[config.mk]
export PLATFORM = sky130hd
export DESIGN_NAME = mem_arbiter
export DESIGN_NICKNAME = d
export VERILOG_FILES = /design/src/rtl/cpu_types_pkg.sv /design/src/rtl/arb_starve_ctr.sv /design/src/rtl/mem_arbiter.sv
export SDC_FILE = /design/constraint.sdc
export NUM_CORES = 1
export LEC_CHECK = 0
export CAP_MARGIN = 20
export CORE_AREA = 2 2 142 144
export CTS_BUF_LIST = sky130_fd_sc_hd__clkbuf_8
export CTS_CLUSTER_DIAMETER = 120
export DETAILED_ROUTE_END_ITERATION = 8
export DIE_AREA = 0 0 144 146
export PLACE_DENSITY = 0.57
export REMOVE_ABC_BUFFERS = 1
export SETUP_SLACK_MARGIN = 0.4
export SYNTH_ARGS = -nofsm -noshare
export SYNTH_HDL_FRONTEND = slang
export SYNTH_SLANG_ARGS = --single-unit
[constraint.sdc]
create_clock -name CLK -period 2.55 [get_ports CLK]
set_input_delay 0.6375 -clock CLK [delete_from_list [all_inputs] [get_ports CLK]]
set_output_delay 0.6375 -clock CLK [all_outputs]
set_load 0.005 [all_outputs]
[src/rtl/cpu_types_pkg.sv]
// -----------------------------------------------------------------------------
// cpu_types_pkg
// Shared types for the memory arbiter slice.
//   ramstate_t   : RAM status encoding reported by the memory model.
//   arb_state_t  : grant FSM states of mem_arbiter.
//   STARVE_W     : width of the icache starvation counter.
//   starve_hit() : starvation threshold test used by the grant FSM.
// -----------------------------------------------------------------------------
package cpu_types_pkg;

    typedef enum logic [1:0] {
        FREE   = 2'd0,
        BUSY   = 2'd1,
        ACCESS = 2'd2,
        ERROR  = 2'd3
    } ramstate_t;

    typedef enum logic [1:0] {
        IDLE   = 2'd0,
        DGRANT = 2'd1,
        IGRANT = 2'd2
    } arb_state_t;

    localparam int unsigned STARVE_W = 8;
    localparam logic [STARVE_W-1:0] STARVE_SAT = 8'hFF;

    // True when a starvation count (plus an optional pending increment) has
    // reached the limit. Done in 32 bits so the +1 cannot wrap at 255.
    function automatic logic starve_hit(input logic [STARVE_W-1:0] cnt,
                                        input logic                plus_one,
                                        input int unsigned         limit);
        logic [31:0] w_sum;
        w_sum = {{(32-STARVE_W){1'b0}}, cnt} + {31'd0, plus_one};
        return (w_sum >= limit);
    endfunction

endpackage

[src/rtl/arb_starve_ctr.sv]
// -----------------------------------------------------------------------------
// arb_starve_ctr
// 8-bit saturating counter of dcache beats granted while icache waits.
// Ports:
//   CLK   in   clock
//   nRST  in   asynchronous active-low reset
//   inc   in   count one starved beat (ignored once saturated)
//   clr   in   clear the count; wins over inc
//   cnt   out  current count
// -----------------------------------------------------------------------------
module arb_starve_ctr
    import cpu_types_pkg::*;
(
    input  logic                CLK,
    input  logic                nRST,
    input  logic                inc,
    input  logic                clr,
    output logic [STARVE_W-1:0] cnt
);

    logic [STARVE_W-1:0] r_cnt;

    always_ff @(posedge CLK or negedge nRST) begin
        if (!nRST) begin
            r_cnt <= '0;
        end else if (clr) begin
            r_cnt <= '0;
        end else if (inc && (r_cnt != STARVE_SAT)) begin
            r_cnt <= r_cnt + 1'b1;
        end
    end

    assign cnt = r_cnt;

endmodule

[src/rtl/mem_arbiter.sv]
// -----------------------------------------------------------------------------
// mem_arbiter
// Arbitrates a single-port RAM between an icache and a dcache. The dcache has
// priority, and a granted dcache burst is held across two-word pairs. Icache
// starvation is bounded by DSTARVE_MAX dcache beats.
// Optional statistics counters are built when MEM_ARB_STATS_EN is defined;
// otherwise dbeats/ibeats/cont_cycles are tied to 0.
// Ports:
//   CLK, nRST                    clock, asynchronous active-low reset
//   iREN, iaddr / iload, iwait   icache request / response
//   dREN, dWEN, daddr, dstore    dcache request
//   dload, dwait                 dcache response
//   ramREN, ramWEN, ramaddr,
//   ramstore / ramload, ramstate RAM strobes, address, data, status
//   ram_err                      sticky RAM error flag
//   dbeats, ibeats, cont_cycles  statistics
// -----------------------------------------------------------------------------
module mem_arbiter
    import cpu_types_pkg::*;
#(
    parameter int unsigned DSTARVE_MAX = 8
) (
    input  logic        CLK,
    input  logic        nRST,
    input  logic        iREN,
    input  logic [31:0] iaddr,
    output logic [31:0] iload,
    output logic        iwait,
    input  logic        dREN,
    input  logic        dWEN,
    input  logic [31:0] daddr,
    input  logic [31:0] dstore,
    output logic [31:0] dload,
    output logic        dwait,
    output logic        ramREN,
    output logic        ramWEN,
    output logic [31:0] ramaddr,
    output logic [31:0] ramstore,
    input  logic [31:0] ramload,
    input  logic [1:0]  ramstate,
    output logic        ram_err,
    output logic [31:0] dbeats,
    output logic [31:0] ibeats,
    output logic [31:0] cont_cycles
);

    arb_state_t          r_state;
    arb_state_t          w_next_state;
    ramstate_t           w_ramstate;
    logic                w_access;
    logic                w_dreq;
    logic                w_dbeat;
    logic                w_ibeat;
    logic                r_parity;
    logic                r_ram_err;
    logic [STARVE_W-1:0] w_starve_cnt;
    logic                w_starve_inc;
    logic                w_starve_clr;

    assign w_ramstate = ramstate_t'(ramstate);
    assign w_access   = (w_ramstate == ACCESS);
    assign w_dreq     = dREN | dWEN;
    assign w_dbeat    = (r_state == DGRANT) && w_access;
    assign w_ibeat    = (r_state == IGRANT) && w_access;

    // Next-state decode. In DGRANT, r_parity==1 means the beat completing now
    // closes a two-word pair, the only point where icache may preempt.
    always_comb begin
        w_next_state = r_state;
        unique case (r_state)
            IDLE: begin
                if (iREN && starve_hit(w_starve_cnt, 1'b0, DSTARVE_MAX)) begin
                    w_next_state = IGRANT;
                end else if (w_dreq) begin
                    w_next_state = DGRANT;
                end else if (iREN) begin
                    w_next_state = IGRANT;
                end else begin
                    w_next_state = IDLE;
                end
            end
            DGRANT: begin
                if (!w_dreq) begin
                    w_next_state = IDLE;
                end else if (w_dbeat && r_parity && iREN &&
                             starve_hit(w_starve_cnt, 1'b1, DSTARVE_MAX)) begin
                    w_next_state = IGRANT;
                end else begin
                    w_next_state = DGRANT;
                end
            end
            IGRANT: begin
                if (w_ibeat || !iREN) begin
                    if (w_dreq) begin
                        w_next_state = DGRANT;
                    end else if (iREN) begin
                        w_next_state = IGRANT;
                    end else begin
                        w_next_state = IDLE;
                    end
                end
            end
            default: w_next_state = IDLE;
        endcase
    end

    // Grant FSM plus the state that follows it (pair parity, sticky error).
    always_ff @(posedge CLK or negedge nRST) begin
        if (!nRST) begin
            r_state   <= IDLE;
            r_parity  <= 1'b0;
            r_ram_err <= 1'b0;
        end else begin
            r_state <= w_next_state;
            if ((r_state == DGRANT) && (w_next_state != DGRANT)) begin
                r_parity <= 1'b0;
            end else if (w_dbeat) begin
                r_parity <= ~r_parity;
            end
            // Only an error seen during a granted access is recorded.
            if ((w_ramstate == ERROR) && (r_state != IDLE)) begin
                r_ram_err <= 1'b1;
            end
        end
    end

    assign ram_err = r_ram_err;

    // Count dcache beats that keep a pending icache request waiting; the count
    // restarts whenever icache actually gets the bus.
    assign w_starve_inc = w_dbeat && iREN;
    assign w_starve_clr = (w_next_state == IGRANT) && (r_state != IGRANT);

    arb_starve_ctr u_starve (
        .CLK  (CLK),
        .nRST (nRST),
        .inc  (w_starve_inc),
        .clr  (w_starve_clr),
        .cnt  (w_starve_cnt)
    );

    // Datapath mux. Outputs depend only on registered state and live inputs,
    // so an asynchronous reset drops every strobe at once.
    always_comb begin
        ramREN   = 1'b0;
        ramWEN   = 1'b0;
        ramaddr  = '0;
        ramstore = '0;
        iload    = '0;
        dload    = '0;
        iwait    = 1'b1;
        dwait    = 1'b1;
        unique case (r_state)
            DGRANT: begin
                ramaddr  = daddr;
                ramstore = dstore;
                ramWEN   = dWEN;
                ramREN   = dREN & ~dWEN;
                dload    = ramload;
                dwait    = ~w_access;
            end
            IGRANT: begin
                ramaddr = iaddr;
                ramREN  = iREN;
                iload   = ramload;
                iwait   = ~w_access;
            end
            default: begin
            end
        endcase
    end

`ifdef MEM_ARB_STATS_EN
    logic [31:0] r_dbeats;
    logic [31:0] r_ibeats;
    logic [31:0] r_cont_cycles;

    always_ff @(posedge CLK or negedge nRST) begin
        if (!nRST) begin
            r_dbeats      <= '0;
            r_ibeats      <= '0;
            r_cont_cycles <= '0;
        end else begin
            if (w_dbeat) begin
                r_dbeats <= r_dbeats + 32'd1;
            end
            if (w_ibeat) begin
                r_ibeats <= r_ibeats + 32'd1;
            end
            if (w_dreq && iREN) begin
                r_cont_cycles <= r_cont_cycles + 32'd1;
            end
        end
    end

    assign dbeats      = r_dbeats;
    assign ibeats      = r_ibeats;
    assign cont_cycles = r_cont_cycles;
`else
    assign dbeats      = '0;
    assign ibeats      = '0;
    assign cont_cycles = '0;
`endif

endmodule

==> results.md, run 1 <==
Yosys:
- The synthesis warning total is 0.
- In this run the biggest area consumer among cell types represents approximately a quarter of the synthesized area.
- The number of flops mapped to enable cells by yosys is 0.
- The cell taking the most area after synthesis is buf_4.
- The commonest cells after synthesis are and2_1, buf_4, nor2b_1, a22oi_1, clkbuf_1.
- In this run, distinct cell masters in the synthesized netlist total 38.
- The number of synthesized register bits is 12.
- Yosys attributes the largest share of cell area to buf_4, and2_1, dfrtp_1, a22oi_1, nor2b_1.
- The mean instance size in the synthesized netlist is around 7 um^2.
- In the post-synthesis netlist, the cell with the most instances is and2_1.
- In this run the cell area of the synthesized design comes to between 2000 and 3000 um^2.
- Synthesis produced a netlist whose cell count is roughly 390.
- For this run, asynchronously set or reset flops after synthesis account for 100%.
- The primary flip-flop cell chosen by synthesis mapping is dfrtp_1.
- The register area share after synthesis is about 11%.

Power:
- Power spread over the standard cell area amounts to around 750 nW/um^2.
- For this design the static power due to leakage is around 3.3 nW.
- The design draws ~5.4 mW.
- IR analysis of the VDD net gives a maximum drop of between 0.2 and 0.3 mV.

Clock network:
- The tree built by TritonCTS fans out to 12 sinks.
- Clock-pin slew was measured on the worst setup and hold paths at around 0.060 ns.
- The maximum clock path buffer count is 2.
- For the worst-skew pair, the clock arrives at the later sink with an insertion delay of 0.24 ns.
- The cell at the root of the clock tree is clkbuf_8.
- The H-tree depth is 1.
- The CTS buffer count is 3.
- After clock tree synthesis, the flow added hold-fix buffers numbering 0.
- TritonCTS built the clock tree.

Drt:
- The first-pass iteration count of the detailed router is 4.
- For this run, design rule violations remaining after detail routing come to 0.
- The vias per cell is between 3 and 4.
- The final route contains 3704 vias.
- Dividing the detail-routed wire length by the instance count gives 18.6 um.
- The routed design has around 19 mm of wire.
- The detailed router finished its first iteration with 60 violations.
- The residual antenna-violating net count after detailed routing is 0.

GRT:
- The overall routing resource usage is between 15 and 20%.
- The first-pass GRT wire length is 25.6 mm.
- For this run the aggregate overflow at the end of global routing stands at 0.
- The via count of the first global-routing pass is ~3600.
- The initial antenna violation count is 6.
- The maximum number of pins on one net before global-route repair is 14.

Place:
- The half-perimeter wire length of the detailed placement result is about 14 mm.
- The placed instance area is roughly 5600 um^2.
- The routability congestion estimate is 0.773.
- Buffers placed on the I/O ports in this run total 267.
- Counting tap cells, the placed design contains a total of slightly above 900 instances.

Critical path:
- At the worst endpoint, the arrival time is 1.75 ns.
- The cell type of the slowest stage on the worst timing path is clkdlybuf4s50_1.
- For the worst setup path, the data required time is between 1.5 and 2 ns.
- The worst setup path is of the in2out kind.
- The type of destination of the critical path is an output port.
- The critical path goes through clkdlybuf4s50_1 > and2_1 > clkdlybuf4s50_1.
- Counting stages on the worst path, the most repeated cell is clkdlybuf4s50_1.
- The startpoint kind of the worst setup timing path is a primary input.
- The top fanout value on the critical path is 2.
- On the worst path, the slowest cell contributes a delay of about 0.50 ns.

Cells and area:
- The count of filler cells inserted in the layout is about 2000.
- The post-route non-filler standard cell count is around 1000.
- The register area is roughly 300 um^2.
- Relative to the synthesized area, the layout overhead comes to 160%.
- In the final layout, the multi-input gates occupy between 2000 and 3000 um^2.
- The net count of the finished layout is slightly below 900.
- The post-route netlist has between 50% and 60% of its cells at a drive strength greater than 1.
- The cell area after layout is approximately 7000 um^2.

Status:
- The flow ran to the end, and the final reports show no timing, DRC or antenna violations.

Timing:
- The total count of hold-check failures in the final report is 0.
- The final clock skew is around 0.0035 ns.
- The worst-margin pin slew is 0.636 ns.
- Setup violations remaining at the end of the flow were counted as 0.
- The number of slew-limit violations in the final report is 0.
- Of the available clock period, the critical path in the final layout requires between 90% and 100%.
- For this run, the top clock speed supported by timing is 419 MHz.
- The final critical delay including setup and external delays is 2.38 ns.
- The worst slew margin relative to its limit is about 57%.
- Setup repair after global routing could not meet its margin everywhere.
- The final setup TNS is 0 ns.

Floorplan:
- The number of placement rows is slightly above 50.
- The die covers about 21000 um^2.
- In this run the vertical extent of the chip is about 150 um.
- The floorplan step set the die width to around 140 um.
- The starting density of the core is between 10% and 20%.
- In this run the count of I/O pins placed on the die edge is 364.
- The floorplan core area is between 15000 and 20000 um^2.

Job:
- The count of max-cap constraint violations is 0.

Hold path:
- The worst hold path belongs to the class reg2reg.
==> final timing paths <==
kind / startpoint / end / slack [ns] / cells after the start
max: ramload[7] / dload[7] / 0.17 / 3
min: ram_err / ram_err / 0.48 / 1
max reg2reg: r_state[0] / u_starve.cnt[7] / 0.37 / 12
min reg2reg: ram_err / ram_err / 0.48 / 1
max in group asynchronous: nRST / u_starve.cnt[0] / 1.35 / 1
min in group asynchronous: nRST / u_starve.cnt[1] / 0.79 / 1
==> per-layer routing <==
metal | global-route usage, % | up-vias | part of all wire, % | wire (um)
li1 | - | 1792 | - | -
met1 | 21.6 | 1723 | 42 | 7830
met2 | 27.1 | 170 | 47 | 8840
met3 | 6.98 | 13 | 11 | 1990
met4 | 1.52 | 6 | 0.81 | 153
met5 | 0 | - | 0.22 | 41
==> flip-flops by register name, summed over array words and instances (netlist names) <==
signal	flops
r_parity	1
r_state	2
ram_err	1
u_starve.cnt	8
==> placed cells by master (no fill, tap or decap), types with 4 or more instances in the layout <==
cell type | Yosys | layout
clkdlybuf4s50_1 | 0 | 136
nor2b_4 | 0 | 5
buf_8 | 0 | 10
buf_4 | 96 | 37
buf_2 | 0 | 42
nor2_2 | 0 | 5
and2_1 | 97 | 23
nor2b_2 | 0 | 6
diode_2 | 0 | 4
buf_12 | 0 | 14
nand2_1 | 13 | 12
conb_1 | 1 | 96
dfrtp_1 | 12 | 12
and2_4 | 0 | 74
buf_16 | 0 | 11
buf_6 | 0 | 110
inv_1 | 6 | 4
nor2_1 | 18 | 10
a22oi_2 | 0 | 32
clkbuf_2 | 0 | 4
nand3_1 | 6 | 6
dlygate4sd2_1 | 0 | 9
nor2b_1 | 33 | 22
==> power breakdown <==
| part | switching, mW | internal [mW] |
|---|---|---|
| Combinational | 1.84 | 3.10 |
| Clock | 0.0718 | 0.104 |
| Sequential | 0.0527 | 0.237 |
| Total | 1.96 | 3.44 |
==> critical path, delay by kind of cell <==
family / cells / cell delay, ns
buffers and inverters: 2 / 0.98
AND/OR/NAND/NOR: 1 / 0.13
==> area by class of cell <==
type                            count  share of cell area (%)
Inverter                            6                   0.313
Sequential cell                    12                    4.18
Antenna cell                        4                   0.139
Multi-Input combinational cell    345                    35.1
Clock buffer                        3                   0.574
Tap cell                          265                    4.61
Timing Repair Buffer              376                    55.1
==> per-stage QoR <==
stage                     hold WS [ns]  util (%)  setup WS, ns
after floorplan                  0.342         -        -0.450
final                            0.482      37.2         0.165
after global routing             0.523      37.1        0.0862
after global placement           0.467      28.9        -0.247
after CTS                        0.486      34.5         0.147
after detailed placement         0.472      28.9        -0.224
==> timing repair <==
item | in CTS | in global routing
buffers inserted | 60 | 8
setup endpoints to repair | 140 | 135
cloned | 12 | 1
resized for setup | 655 | 132
pin swaps | 28 | 28
==> logic make-up after synthesis <==
group | count (synthesis) | share of synthesized area, %
AO/OA/AOI/OAI | 51 | 14.1
other | 1 | 0.136
XOR/XNOR | 5 | 1.59
multiplexers | 4 | 1.45
buffers and inverters | 124 | 29.9
adder cells (fa/ha/maj) | 6 | 2.72
flip-flops | 12 | 10.9
AND/OR/NAND/NOR | 183 | 39.3
Note: power is estimated with default switching activity, not from simulation.
==> inputs of run 2 (changes only) <==
--- a/config.mk
+++ b/config.mk
@@ -11,6 +11,7 @@
 export CTS_CLUSTER_DIAMETER = 120
 export DETAILED_ROUTE_END_ITERATION = 8
 export DIE_AREA = 0 0 144 146
+export GPL_ROUTABILITY_DRIVEN = 0
 export PLACE_DENSITY = 0.57
 export REMOVE_ABC_BUFFERS = 1
 export SETUP_SLACK_MARGIN = 0.4
==> results of run 2 <==
The final DEF is identical to that of run 1; final timing and power are the same.
